## config.mk

```make
export PLATFORM = sky130hd
export DESIGN_NAME = pe_os_int
export DESIGN_NICKNAME = d
export VERILOG_FILES = /design/src/rtl/pe_os_int.sv
export SDC_FILE = /design/constraint.sdc
export NUM_CORES = 1
export LEC_CHECK = 0
export CORE_MARGIN = 1.5
export CORE_UTILIZATION = 25
export CTS_CLUSTER_DIAMETER = 100
export DETAILED_ROUTE_END_ITERATION = 12
export PLACE_DENSITY = 0.45
export SETUP_SLACK_MARGIN = 0.3
export SYNTH_ARGS = -nofsm -noshare
export SYNTH_HDL_FRONTEND = slang
export SYNTH_SLANG_ARGS = --single-unit
```

## constraint.sdc

```tcl
create_clock -name clk -period 9.7 [get_ports clk]
set_input_delay 1.94 -clock clk [delete_from_list [all_inputs] [get_ports clk]]
set_output_delay 1.94 -clock clk [all_outputs]
set_load 0.01 [all_outputs]
```

## src/rtl/pe_os_int.sv

```systemverilog
// Signed-integer output-stationary systolic PE: operand forwarding,
// tile accumulation with optional saturation, and a valid/ready drain chain.
module pe_os_int #(
  parameter int DATA_W   = 16,
  parameter int ACC_W    = 40,
  parameter bit SATURATE = 1'b1
) (
  input  logic              clk,
  input  logic              rst,
  input  logic [DATA_W-1:0] in_a,
  input  logic [DATA_W-1:0] in_b,
  input  logic              in_valid,
  input  logic              in_last,
  output logic              in_ready,
  output logic [DATA_W-1:0] out_a,
  output logic [DATA_W-1:0] out_b,
  output logic              out_valid,
  output logic              out_last,
  input  logic [ACC_W-1:0]  drain_in,
  input  logic              drain_in_valid,
  output logic              drain_in_ready,
  output logic [ACC_W-1:0]  drain_out,
  output logic              drain_out_valid,
  input  logic              drain_out_ready,
  output logic              drain_out_ovf
);

  localparam int PW = 2 * DATA_W;

  localparam logic [ACC_W-1:0] ACC_MAX =
    {1'b0, {(ACC_W-1){1'b1}}};
  localparam logic [ACC_W-1:0] ACC_MIN =
    {1'b1, {(ACC_W-1){1'b0}}};

  logic signed [ACC_W-1:0] acc;
  logic                    ovf_sticky;
  logic [ACC_W-1:0]        res;
  logic                    res_ovf;
  logic                    res_full;

  logic signed [PW-1:0]    prod;
  logic signed [ACC_W:0]   sum;
  logic                    beat_ovf;
  logic [ACC_W-1:0]        sum_fix;

  logic accept;
  logic load_ok;
  logic load_own;
  logic load_up;

  assign prod = PW'($signed(in_a)) * PW'($signed(in_b));
  assign sum  = (ACC_W+1)'(acc) + (ACC_W+1)'(prod);

  // One guard bit: overflow iff the two top bits of the sum disagree.
  assign beat_ovf = sum[ACC_W] ^ sum[ACC_W-1];

  always_comb begin
    sum_fix = sum[ACC_W-1:0];
    if (SATURATE && beat_ovf) begin
      sum_fix = sum[ACC_W] ? ACC_MIN : ACC_MAX;
    end
  end

  assign in_ready = !(in_last && res_full);
  assign accept   = in_valid && in_ready;

  assign load_ok        = !drain_out_valid || drain_out_ready;
  assign load_own       = load_ok && res_full;
  assign load_up        = load_ok && !res_full && drain_in_valid;
  assign drain_in_ready = load_ok && !res_full;

  always_ff @(posedge clk) begin
    if (rst) begin
      out_a     <= '0;
      out_b     <= '0;
      out_valid <= 1'b0;
      out_last  <= 1'b0;
    end else begin
      out_valid <= accept;
      if (accept) begin
        out_a    <= in_a;
        out_b    <= in_b;
        out_last <= in_last;
      end
    end
  end

  always_ff @(posedge clk) begin
    if (rst) begin
      acc        <= '0;
      ovf_sticky <= 1'b0;
    end else if (accept) begin
      if (in_last) begin
        acc        <= '0;
        ovf_sticky <= 1'b0;
      end else begin
        acc        <= sum_fix;
        ovf_sticky <= ovf_sticky | beat_ovf;
      end
    end
  end

  // A last beat can never be accepted while res_full, so set and clear
  // of the result register never collide.
  always_ff @(posedge clk) begin
    if (rst) begin
      res      <= '0;
      res_ovf  <= 1'b0;
      res_full <= 1'b0;
    end else begin
      if (load_own) begin
        res_full <= 1'b0;
      end
      if (accept && in_last) begin
        res      <= sum_fix;
        res_ovf  <= ovf_sticky | beat_ovf;
        res_full <= 1'b1;
      end
    end
  end

  always_ff @(posedge clk) begin
    if (rst) begin
      drain_out       <= '0;
      drain_out_ovf   <= 1'b0;
      drain_out_valid <= 1'b0;
    end else if (load_own) begin
      drain_out       <= res;
      drain_out_ovf   <= res_ovf;
      drain_out_valid <= 1'b1;
    end else if (load_up) begin
      drain_out       <= drain_in;
      drain_out_ovf   <= 1'b0;
      drain_out_valid <= 1'b1;
    end else if (drain_out_ready) begin
      drain_out_valid <= 1'b0;
    end
  end

endmodule

```

==> results.tsv <==
stage	metric	value	unit
finish	fin nets	2685	
routing	initial DRC count	810	
setup_path	cell repeated most along the worst path	fa_1	
worst_hold_path	Hold Crit Class	flop to flop	
timing	Relative slew margins	30.08	%
timing	clk_skew	0.02431	ns
routing	via count	14029	
timing	setup violators final	0	
routing	final WL	52.35	mm
logic_synthesis	Post-Synth Simple-Gate Area	12.94	%
setup_path	crit-path cells	clkdlybuf4s50_1 -> nand2_1 -> inv_1 -> fa_1 -> fa_1 -> inv_1 -> fa_1 -> inv_1 -> fa_1 -> fa_1 -> inv_1 -> fa_1 -> inv_1 -> ha_1 -> a21o_1 -> a211o_1 -> a311o_1 -> o21ai_0 -> o21ai_0 -> a221oi_1 -> xnor2_1 -> a21oi_1 -> o21ai_1	
setup_path	crit start category	input port	
logic_synthesis	syn_area_per_cell	9.113	sq um
logic_synthesis	prevailing post-synth register cell	dfxtp_1	
logic_synthesis	Mapped Cells	2008	
logic_synthesis	mux cell area share after synthesis	0.1162	%
floorplan	Core Area	0.07271	sq mm
place	Port-buffer cells	155	
floorplan	Die W	273.5	um
cts	Num CTS Buffers	17	
finish	Layout area overhead	19.35	%
finish	ant diodes	0	
finish	final design utilization	30.04	%
place	Routability Congestion	0.8558	
setup_path	CP peak stage delay	0.79	ns
logic_synthesis	Synth Area in XOR/XNOR	2.168	%
setup_path	worst r2r dst	res[33]	
place	Post-DP Area	0.02123	sq mm
logic_synthesis	Seq/Total Area, Yosys	17.39	%
floorplan	Ports	156	
routing	DRC violations left	0	
floorplan	Die Y-Extent	273.5	um
floorplan	Row Count	99	
run_status	status	finished, final reports clean	
logic_synthesis	top cells by area, synth	fa_1, dfxtp_1, inv_1	
logic_synthesis	Synth async-reset ratio	0	%
logic_synthesis	Adder-Cell Fraction of Synth Area	44.98	%
logic_synthesis	Cell variety after synth	70	
floorplan	DIE AREA	0.07483	sq mm
routing	drt first pass iters	6	
worst_hold_path	WHS Endpoint	out_a[3]	
logic_synthesis	synthesized net count	2538	
routing	mean number of vias per cell	4.486	
cts	# clock sinks	159	
timing	final setup TNS	0	ns
setup_path	Reg2Reg Launch Point	acc[15]	
logic_synthesis	Yosys warning total	0	
logic_synthesis	Post-synth EDFFs	0	
timing	Tmin final	9.027	ns
setup_path	worst path required time	10.02	ns
timing	fin. max-slew vios	0	
finish	fillers	7674	
logic_synthesis	register bit total from synthesis	159	
run	Max-Cap Viols	0	
finish	layout cells sized above 1	6.135	%
setup_path	R2R cell count	20	
timing	pin slew with the least headroom to its limit	1.049	ns
cts	Post-CTS Repair Setup Buffers	0	
timing	period utilization	93.06	%
place	hpwl dp	43.35	mm
grt	first-pass GRT wire length	85.43	mm
grt	total grt overflow	0	
timing	Hold Fails Final Rpt	0	
place	DP Cell Count	3094	
timing	fmax	110.8	MHz
timing	RSZ-0062 raised after global routing	yes	
logic_synthesis	Synth area leader	fa_1	
setup_path	crit-path max FO	9	
setup_path	Critical Path End Type	flop	
logic_synthesis	Synth top area share	36.54	%
grt	Total Routing Usage GR	14.63	%
routing	routed len/inst	16.74	um
logic_synthesis	main combinational cell family by area after synthesis	adder cells	
finish	fin cells	3127	
setup_path	Critical Path AT	9.35	ns
grt	largest net degree at the start of global routing	45	
cts	clock root cell	clkbuf_16	
floorplan	Initial Util	25.17	%
grt	initial antenna violation count	0	
setup_path	R2R Setup Slk	3.51	ns
worst_hold_path	Worst Hold Path Cells	2	
setup_path	slowest library cell on the worst path	clkdlybuf4s50_1	
worst_hold_path	HP Start	out_a[3]	
cts	H-tree Lvls	4	
finish	commonest non-fill, non-tap cell in the layout	inv_1	
routing	ANT nets after route	0	
setup_path	CP Class	input port to flop	
logic_synthesis	area of the mapped netlist	0.01830	sq mm
cts	CTS tree	yes	
logic_synthesis	post-synthesis compound-gate area fraction	11.66	%
cts	clk slew on worst S/H paths	0.07	ns
cts	clock tree buffer depth	2	
finish	most frequent cells in the layout	inv_1, fa_1, nand2_1, dfxtp_1, clkdlybuf4s50_1	
grt	vias in the first global route	15232	
cts	clk_lat worst skew	0.46	ns
finish	post-layout instance area	0.02184	sq mm
==> repair_timing <==
item / CTS / global route
hold buffers: 0 / 0
gates resized for setup: 0 / 3
setup endpoints to repair: 0 / 58
==> cells in the mapped netlist (2+ instances only) <==
| cell | instances |
|---|---|
| a2111oi_0 | 2 |
| a211oi_1 | 2 |
| a21boi_0 | 3 |
| a21o_1 | 15 |
| a21oi_1 | 91 |
| a21oi_2 | 2 |
| a221o_1 | 5 |
| a221oi_1 | 3 |
| a222oi_1 | 40 |
| a22o_1 | 20 |
| a22oi_1 | 2 |
| a311oi_1 | 2 |
| a31oi_1 | 5 |
| a32oi_1 | 2 |
| and2_1 | 117 |
| and3_1 | 6 |
| buf_2 | 8 |
| buf_6 | 3 |
| clkbuf_1 | 83 |
| dfxtp_1 | 159 |
| fa_1 | 334 |
| ha_1 | 118 |
| inv_1 | 417 |
| maj3_2 | 6 |
| nand2_1 | 285 |
| nand2b_1 | 3 |
| nand3_1 | 6 |
| nand3_2 | 2 |
| nand4_1 | 8 |
| nor2_1 | 80 |
| nor2b_1 | 3 |
| nor3_1 | 5 |
| o211ai_1 | 11 |
| o21a_1 | 4 |
| o21ai_0 | 59 |
| o21ai_1 | 18 |
| o21ai_4 | 2 |
| o21bai_1 | 4 |
| o22ai_1 | 2 |
| o311ai_1 | 2 |
| or3_1 | 2 |
| xnor2_1 | 24 |
| xnor2_4 | 2 |
| xor2_1 | 15 |
==> worst max-delay path by stage <==
stage	startpoint	endpoint	slack, ns	depth (start not counted)
2_1_floorplan	in_a[15]	res[17]	1.31	26
3_3_place_gp	in_a[7]	res[14]	0.19	22
3_5_place_dp	in_a[15]	res[28]	0.07	23
4_1_cts	in_a[15]	res[21]	0.55	23
6_report	in_a[15]	res[33]	0.67	23
5_1_grt	in_a[15]	res[16]	0.29	23
==> state kept, by name, indices dropped and copies added (netlist names) <==
register / count
acc: 40
res: 40
ovf_sticky: 1
drain_out_ovf: 1
out_valid: 1
out_a: 16
out_last: 1
drain_out_valid: 1
out_b: 16
res_full: 1
res_ovf: 1
drain_out: 40
==> through the flow <==
stage | hold WS (ns) | setup WS (ns)
2_1_floorplan | 0.4250 | 1.309
3_3_place_gp | 0.4405 | 0.1922
6_report | 0.4534 | 0.6733
3_5_place_dp | 0.4456 | 0.06954
4_1_cts | 0.4558 | 0.5518
5_1_grt | 0.4739 | 0.2875
==> final cells by class <==
type / instances / area, sq um / area share, %
inverters: 417 / 1565 / 7.167
repair buffers: 224 / 2092 / 9.579
flip-flops and latches: 159 / 3183 / 14.57
well taps: 959 / 1200 / 5.494
multi-input cells: 1336 / 13220 / 60.52
clock inverters: 14 / 143.9 / 0.6588
clock buffers: 18 / 439.2 / 2.011
==> cells by family after synthesis <==
kind of cell,count (synthesis)
simple gates,523
mux,2
xor+xnor,41
buf+inv,514
fa+ha+maj,458
flops,159
compound gates,311
==> metal layers <==
metal	wire length, um	global-route usage (%)	vias up
li1	-	-	6553
met1	23610	19.23	7129
met2	26120	25.58	298
met3	1845	1.895	49
met4	780	2.922	0
met5	0	0	-
==> worst max-delay path, delay by kind of cell <==
family                     cells  cell delay, ns
adders and majority gates      7            3.43
AOI/OAI and AO/OA              8            2.37
buffers and inverters          6            1.25
and+or+nand+nor                1            0.18
xor gates and xnor gates       1            0.14
Power is not shown: default switching activity piles up to over one toggle a cycle in this logic, so the estimate is an artifact.
